==> config.mk <==
export PLATFORM = sky130hd
export DESIGN_NAME = timer_capture
export DESIGN_NICKNAME = d
export VERILOG_FILES = /design/src/rtl/timer_capture.sv
export SDC_FILE = /design/constraint.sdc
export NUM_CORES = 1
export LEC_CHECK = 0
export CORE_AREA = 2 2 196 198
export CTS_CLUSTER_SIZE = 24
export DETAILED_ROUTE_END_ITERATION = 6
export DIE_AREA = 0 0 198 200
export PLACE_DENSITY_LB_ADDON = 0.2
export SETUP_SLACK_MARGIN = 0.1
export SKIP_CTS_REPAIR_TIMING = 1
export SYNTH_ARGS = -nofsm -noshare
export SYNTH_HDL_FRONTEND = slang
export SYNTH_SLANG_ARGS = --single-unit
==> constraint.sdc <==
create_clock -name clk_i -period 8.1 [get_ports clk_i]
set_clock_uncertainty 0.2 [all_clocks]
set_input_delay 1.215 -clock clk_i [delete_from_list [all_inputs] [get_ports clk_i]]
set_output_delay 1.215 -clock clk_i [all_outputs]
set_load 0.05 [all_outputs]
==> src/rtl/timer_capture.sv <==
// Multi-channel input capture: shared free-running timebase, per-channel edge timestamping,
// round-robin delivery over a valid/ready stream. Define TIMER_CAPTURE_SYNC_EN for a 2-flop input synchronizer.

module timer_capture #(
  parameter  int TIMER_BITWIDTH = 32,
  parameter  int NB_CAPTURES    = 10,
  localparam int CH_W           = (NB_CAPTURES > 1) ? $clog2(NB_CAPTURES) : 1
) (
  input  logic                      clk_i,
  input  logic                      rst_an_i,
  input  logic                      counter_clr_i,
  output logic [TIMER_BITWIDTH-1:0] counter_o,
  input  logic [NB_CAPTURES-1:0]    event_i,
  input  logic [NB_CAPTURES-1:0]    capture_en_i,
  input  logic [NB_CAPTURES-1:0]    edge_sel_i,
  output logic                      cap_valid_o,
  input  logic                      cap_ready_i,
  output logic [CH_W-1:0]           cap_channel_o,
  output logic [TIMER_BITWIDTH-1:0] cap_value_o,
  output logic                      cap_overrun_o
);

  logic [TIMER_BITWIDTH-1:0] r_counter;
  logic [NB_CAPTURES-1:0]    w_d;
  logic [NB_CAPTURES-1:0]    r_hist;
  logic [NB_CAPTURES-1:0]    w_cap;
  logic [NB_CAPTURES-1:0]    r_pend;
  logic [NB_CAPTURES-1:0]    r_ovr;
  logic [NB_CAPTURES-1:0]    w_drain;
  logic [TIMER_BITWIDTH-1:0] r_val [NB_CAPTURES];
  logic                      r_valid;
  logic [CH_W-1:0]           r_channel;
  logic [TIMER_BITWIDTH-1:0] r_value;
  logic                      r_overrun;
  logic [CH_W-1:0]           r_start;
  logic [CH_W-1:0]           w_sel;
  logic                      w_found;
  logic                      w_load;
  int                        w_idx;

  // NOTE: state is updated with non-blocking assignments only, so every flop samples pre-edge values.
  always_ff @(posedge clk_i or negedge rst_an_i) begin
    if (!rst_an_i)          r_counter <= '0;
    else if (counter_clr_i) r_counter <= '0;
    else                    r_counter <= r_counter + 1'b1;
  end

`ifdef TIMER_CAPTURE_SYNC_EN
  logic [NB_CAPTURES-1:0] r_sync1;
  logic [NB_CAPTURES-1:0] r_sync2;

  always_ff @(posedge clk_i or negedge rst_an_i) begin
    if (!rst_an_i) begin
      r_sync1 <= '0;
      r_sync2 <= '0;
    end else begin
      r_sync1 <= event_i;
      r_sync2 <= r_sync1;
    end
  end

  assign w_d = r_sync2;
`else
  assign w_d = event_i;
`endif

  always_ff @(posedge clk_i or negedge rst_an_i) begin
    if (!rst_an_i) r_hist <= '0;
    else           r_hist <= w_d;
  end

  assign w_cap = ((edge_sel_i & ~w_d & r_hist) | (~edge_sel_i & w_d & ~r_hist)) & capture_en_i;

  // Round-robin: first pending slot at or after r_start, wrapping modulo NB_CAPTURES.
  always_comb begin
    // NOTE: every always_comb output gets a default before any branch so no latch is inferred.
    w_found = 1'b0;
    w_sel   = '0;
    w_idx   = 0;
    for (int k = 0; k < NB_CAPTURES; k++) begin
      w_idx = int'(r_start) + k;
      if (w_idx >= NB_CAPTURES) w_idx = w_idx - NB_CAPTURES;
      if (!w_found && r_pend[w_idx]) begin
        w_found = 1'b1;
        w_sel   = CH_W'(w_idx);
      end
    end
  end

  assign w_load = (!r_valid || cap_ready_i) && w_found;

  always_comb begin
    w_drain = '0;
    if (w_load) w_drain[w_sel] = 1'b1;
  end

  // A capture landing on a slot that is drained at the same edge refills it cleanly.
  always_ff @(posedge clk_i or negedge rst_an_i) begin
    if (!rst_an_i) begin
      r_pend <= '0;
      r_ovr  <= '0;
      // NOTE: the slot array is flops, not RAM, so it takes the async reset with everything else.
      for (int i = 0; i < NB_CAPTURES; i++) r_val[i] <= '0;
    end else begin
      for (int i = 0; i < NB_CAPTURES; i++) begin
        if (w_cap[i]) begin
          if (!r_pend[i] || w_drain[i]) begin
            r_val[i]  <= r_counter;
            r_pend[i] <= 1'b1;
            r_ovr[i]  <= 1'b0;
          end else begin
            r_ovr[i]  <= 1'b1;
          end
        end else if (w_drain[i]) begin
          r_pend[i] <= 1'b0;
          r_ovr[i]  <= 1'b0;
        end
      end
    end
  end

  always_ff @(posedge clk_i or negedge rst_an_i) begin
    if (!rst_an_i) begin
      r_valid   <= 1'b0;
      r_channel <= '0;
      r_value   <= '0;
      r_overrun <= 1'b0;
      r_start   <= '0;
    end else if (w_load) begin
      r_valid   <= 1'b1;
      r_channel <= w_sel;
      r_value   <= r_val[w_sel];
      r_overrun <= r_ovr[w_sel];
      r_start   <= (w_sel == CH_W'(NB_CAPTURES - 1)) ? '0 : w_sel + 1'b1;
    end else if (cap_ready_i) begin
      r_valid   <= 1'b0;
    end
  end

  assign counter_o     = r_counter;
  assign cap_valid_o   = r_valid;
  assign cap_channel_o = r_channel;
  assign cap_value_o   = r_value;
  assign cap_overrun_o = r_overrun;

endmodule

==> results.yml, run 1 <==
timing:
  tns_ns: 0
  worstMarginPinSlew_ns: 1.09
  final-setup-viol-count: 0
  slew_headroom_pct: 27.7
  max_clock_freq_mhz: 144
  timing.final.hold_violations: 0
  post-route-min-period_ns: 6.94
  period_share_pct: 85.7
  rsz0062_at_grt: "false"
  maxSlewViolCount: 0
hold_path:
  min_path_type: "flop to flop"
  min_to: "r_val[196]"
  min_from: "r_val[196]"
  hold_path_depth: 1
critical_path:
  r2r_slack_ns: 1.16
  cp_max_fo: 28
  cp-end-kind: "flop"
  worst_r2r_path_depth: 15
  crit_path_cell_trace: "ha_1 > inv_2 > or3_1 > mux2_2 > o2111a_1 > a211oi_4 > nand4_1 > buf_4 > or3_1 > o32ai_1 > o21ai_4 > o31ai_1 > nand3_2 > buf_4 > mux2_1"
  cp.depth: 15
  r2r-start: "r_start[2]"
  criticalPathCategory: "flop to flop"
  start_kind: "flop"
  slowest_delay_ns: 0.97
  reg2reg_to: "r_val[213]"
  cp_data_required_time_ns: 8.34
  path_buf_inv: 3
  crit_family: "compound AO/OA/AOI/OAI gates"
  worstPathArrival_ns: 7.17
  crit_slowest_cell: "ha_1"
clock_tree:
  path_clk_slew_ns: 0.06
  ctsRootBufferMaster: "clkbuf_16"
  numCtsBuffers: 45
  clk_latency_ns: 0.57
  tritoncts: "done"
  h-tree-depth: 2
  cts_buffer_depth: 3
  cts_num_sinks: 424
synthesis:
  syn_nets: 1922
  synth_warnings: 0
  synthCells: 1864
  seq_area_frac_synth_pct: 47.8
  synth-edff-count: 0
  syn_area_um2: 22200
  synth_flop_cell: "dfrtp_1"
  synth.ff_latch_count: 424
  synthDistinctLibCells: 87
  async_reset_ff_share_pct: 100
  syn_area_per_cell_um2: 11.9
place:
  globalplace.congestion: 0.979
  hpwl_um: 36000
  port_buffers: 103
final_layout:
  drive_gt1_share_pct: 18.2
  final_cell_mix: "dfrtp_1, mux2_1, mux2i_1"
  final_common_cell: "dfrtp_1"
  fillers: 2775
  synthToLayoutAreaGrowth_pct: 13.7
  antenna_cells: 0
  fin_nets: 1969
routing:
  wirelength_um: 56900
  drc: 0
  via_count: 15600
  first_pass_iters: 5
  wire_per_inst_um: 23.1
  ant_nets: 0
  viasPerCell: 6.35
  drtIter0Drc: 1314
grt:
  grt_pass1_wl_um: 90700
  grtUsageTotal_pct: 29.6
  grt_overflow: 0
  grt_pass1_vias: 15800
  grt_max_degree: 156
  antenna_found_initial: 0
die:
  die_x_um: 198
  dieArea_um2: 39600
  initial_utilization_pct: 59.4
  pin_count: 104
  core_um2: 37400
  rows: 71
  fp.dieH_um: 200
run_status:
  status: "finished, final reports clean"
job:
  maxCapViolCount: 0
==> logic make-up (layout without fill, tap and decap cells) <==
family	Yosys count	after routing	synth area share [%]
and+or+nand+nor	403	403	8.88
xor gates and xnor gates	36	36	1.45
DFF	424	424	47.8
buffers and inverters	165	247	3.32
muxes	526	526	28.0
adders and majority gates	24	24	1.35
AOI/OAI and AO/OA	286	286	9.19
==> worst max-delay path by stage <==
| stage | slack (ns) | endpoint | start |
|---|---|---|---|
| after floorplan | 2.06 | r_val[289] | r_start[1] |
| after global placement | 1.36 | r_val[209] | r_start[2] |
| after detailed placement | 1.23 | r_val[213] | r_start[2] |
| after CTS | 1.21 | r_val[213] | r_start[2] |
| after global routing | 0.76 | r_val[213] | r_start[2] |
| final | 1.16 | r_val[213] | r_start[2] |
==> worst register-to-register path, delay by kind of cell (launching register included) <==
kind	cells	cell delay, ns
mux	2	0.68
compound gates	5	1.87
simple gates	4	1.54
fa+ha+maj	1	0.97
flops	1	0.63
buf+inv	3	0.95
==> layout make-up <==
cell class / instances / area, µm² / share of cell area [%]
Clock inverter: 14 / 211 / 0.838
Timing Repair Buffer: 141 / 1360 / 5.38
Tap cell: 511 / 639 / 2.53
Multi-Input combinational cell: 1275 / 11000 / 43.4
Sequential cell: 424 / 10600 / 42.0
Clock buffer: 68 / 1370 / 5.41
Inverter: 24 / 90.1 / 0.357
==> routing by layer <==
layer | global-route usage (%) | share of wire [%]
met4 | 8.44 | 2.2
met2 | 47.4 | 47
met1 | 42.0 | 44
met5 | 0 | 0
met3 | 5.02 | 6.6
==> synth_stat cells (7+ instances only) <==
| library cell | instances | area [µm²] |
|---|---|---|
| dfrtp_1 | 424 | 10600 |
| mux2_1 | 161 | 1810 |
| mux2i_1 | 157 | 1570 |
| nor2_1 | 147 | 552 |
| mux2_2 | 143 | 1610 |
| nand2_1 | 82 | 308 |
| o21ai_0 | 68 | 340 |
| clkbuf_1 | 67 | 251 |
| buf_2 | 61 | 305 |
| a21oi_1 | 43 | 215 |
| a221oi_1 | 37 | 324 |
| nand3_1 | 36 | 180 |
| mux4_2 | 34 | 766 |
| mux2_4 | 31 | 465 |
| ha_1 | 24 | 300 |
| xor2_1 | 23 | 201 |
| inv_1 | 20 | 75.1 |
| nor3_1 | 20 | 100 |
| nor2b_1 | 15 | 93.8 |
| a211oi_1 | 12 | 90.1 |
| a21o_1 | 12 | 90.1 |
| nand4_1 | 12 | 75.1 |
| or3_1 | 12 | 75.1 |
| xnor2_1 | 12 | 105 |
| a31oi_1 | 11 | 68.8 |
| and3_1 | 10 | 62.6 |
| nand2b_1 | 10 | 62.6 |
| and2_1 | 9 | 56.3 |
| o211ai_1 | 8 | 60.1 |
| nor4_1 | 7 | 43.8 |
| o221ai_1 | 7 | 61.3 |
==> state kept, by name, indices dropped and copies added (netlist names) <==
name           cells
r_hist            10
r_start            4
r_ovr             10
cap_valid_o        1
cap_overrun_o      1
cap_channel_o      4
r_val            320
r_pend            10
counter_o         32
cap_value_o       32
==> stage by stage <==
stage	util [%]	cell area (µm²)	setup slack, ns	std cells	hold slack, ns
final	67.5	25200	1.16	2457	0.287
after global routing	67.5	25200	0.764	2457	0.298
after CTS	67.5	25200	1.21	2457	0.292
after detailed placement	63.3	23700	1.23	2375	0.277
after global placement	63.3	23700	1.36	2375	0.267
after floorplan	-	22200	2.06	1864	0.257
Power of run 1 is not shown: default switching activity piles up to over one toggle a cycle in this logic, so the estimate is an artifact.
==> inputs of run 2 (changes only) <==
--- a/config.mk
+++ b/config.mk
@@ -9,6 +9,7 @@
 export CTS_CLUSTER_SIZE = 24
 export DETAILED_ROUTE_END_ITERATION = 6
 export DIE_AREA = 0 0 198 200
+export DONT_BUFFER_PORTS = 1
 export PLACE_DENSITY_LB_ADDON = 0.2
 export SETUP_SLACK_MARGIN = 0.1
 export SKIP_CTS_REPAIR_TIMING = 1
==> results.yml, run 2 (synthesis gave the netlist of run 1 again) <==
job:
  maxCapViolCount: 0
critical_path:
  cp-end-kind: "flop"
  start_kind: "flop"
  criticalPathCategory: "flop to flop"
  cp_max_fo: 32
  cp_data_required_time_ns: 8.35
  r2r-start: "r_start[3]"
  worstPathArrival_ns: 7.11
  startpoint: "r_start[3]"
place:
  dpl_cell_area_um2: 22600
  globalplace.congestion: 0.965
  hpwl_um: 34700
  port_buffers: 0
routing:
  wirelength_um: 55200
  via_count: 15100
  drtIter0Drc: 993
  drc: 0
  ant_nets: 0
  wire_per_inst_um: 23.5
  first_pass_iters: 5
  viasPerCell: 6.43
final_layout:
  fillers: 2834
  drive_gt1_share_pct: 19.1
  max_flop_register: "r_val"
  antenna_cells: 0
  final_cell_mix: "dfrtp_1, mux2_1, mux2i_1"
  fin_nets: 1864
  final_common_cell: "dfrtp_1"
  synthToLayoutAreaGrowth_pct: 8.63
  largest_reg_flops: 320
  fin_area_um2: 24100
die:
  initial_utilization_pct: 59.4
  dieArea_um2: 39600
  core_um2: 37400
  rows: 71
  fp.dieH_um: 200
  pin_count: 104
  die_x_um: 198
clock_tree:
  numCtsBuffers: 44
  tritoncts: "done"
  cts_buffer_depth: 3
  ctsRootBufferMaster: "clkbuf_16"
  cts_num_sinks: 424
  path_clk_slew_ns: 0.06
  h-tree-depth: 2
  clk_latency_ns: 0.58
timing:
  final-setup-viol-count: 0
  max_clock_freq_mhz: 146
  worstMarginPinSlew_ns: 1.74
  timing.final.hold_violations: 0
  slew_headroom_pct: -15.8
  maxSlewViolCount: 243
  period_share_pct: 84.7
  post-route-min-period_ns: 6.86
  tns_ns: 0
  rsz0062_at_grt: "false"
  hold_ws_ns: 0.178
grt:
  grtUsageTotal_pct: 28.5
  grt_pass1_wl_um: 87100
  antenna_found_initial: 0
  grt_overflow: 0
  grt_pass1_vias: 15300
  grt_max_degree: 425
run_status:
  violations: "slew limit"
  status: "finished with violations"
hold_path:
  min_path_type: "input pin to asynchronous set/reset pin"
==> run 2: cell count changes in the layout (fill, tap and decap cells not counted), moves of 2 or more <==
| cell | previous run | this run |
|---|---|---|
| clkdlybuf4s50_1 | 102 | 0 |
| bufinv_16 | 5 | 3 |
| buf_4 | 35 | 33 |
| clkbuf_16 | 47 | 45 |
| clkbuf_8 | 11 | 13 |
==> run 2: worst paths after layout <==
path                                  endpoint  slack (ns)  cells past startpoint
worst max-delay path                 r_val[79]        1.24                     14
worst min-delay path                 r_hist[4]        0.18                      0
max in group asynchronous       cap_value_o[6]        6.17                      0
worst max register to register       r_val[79]        1.24                     14
min in group clk_i                  r_val[229]        0.29                      1
worst min register to register      r_val[229]        0.29                      1
==> run 2: layer usage <==
metal / up-vias / global-route usage [%] / part of all wire [%]
met5: - / 0 / 0
met4: 0 / 11.1 / 3.1
met3: 115 / 5.31 / 5.7
met2: 447 / 46.1 / 47
met1: 7807 / 38.7 / 45
li1: 6742 / - / -
==> run 2: final cells by class <==
cell class / count / area, µm² / area share (%)
Clock buffer: 68 / 1340 / 5.56
Clock inverter: 12 / 149 / 0.617
Inverter: 24 / 90.1 / 0.373
Multi-Input combinational cell: 1275 / 11000 / 45.5
Sequential cell: 424 / 10600 / 44.0
Tap cell: 511 / 639 / 2.65
Timing Repair Buffer: 37 / 328 / 1.36
==> run 2: worst max-delay path, stage by stage (launching register included) <==
cell and delay [ns]:
dfrtp_1 0.66, ha_1 0.72, inv_2 0.26, or3_1 0.40, mux2_2 0.33, o2111a_1 0.19
a211oi_4 0.30, nand4_1 0.42, nor4_1 0.71, o32ai_4 0.20, nor3_1 0.94, nand3_1 0.30
a21oi_4 0.20, buf_4 0.46, mux2_2 0.40
==> run 2: per-stage QoR <==
step                      worst slack [ns]  std cells  util (%)
after detailed placement              1.45       2271      60.5
after global routing                 0.942       2351      64.5
final                                 1.24       2351      64.5
after floorplan                       2.06       1864         -
after global placement                1.43       2271      60.5
after CTS                             1.40       2351      64.5
Power of run 2 is left out for the same reason.
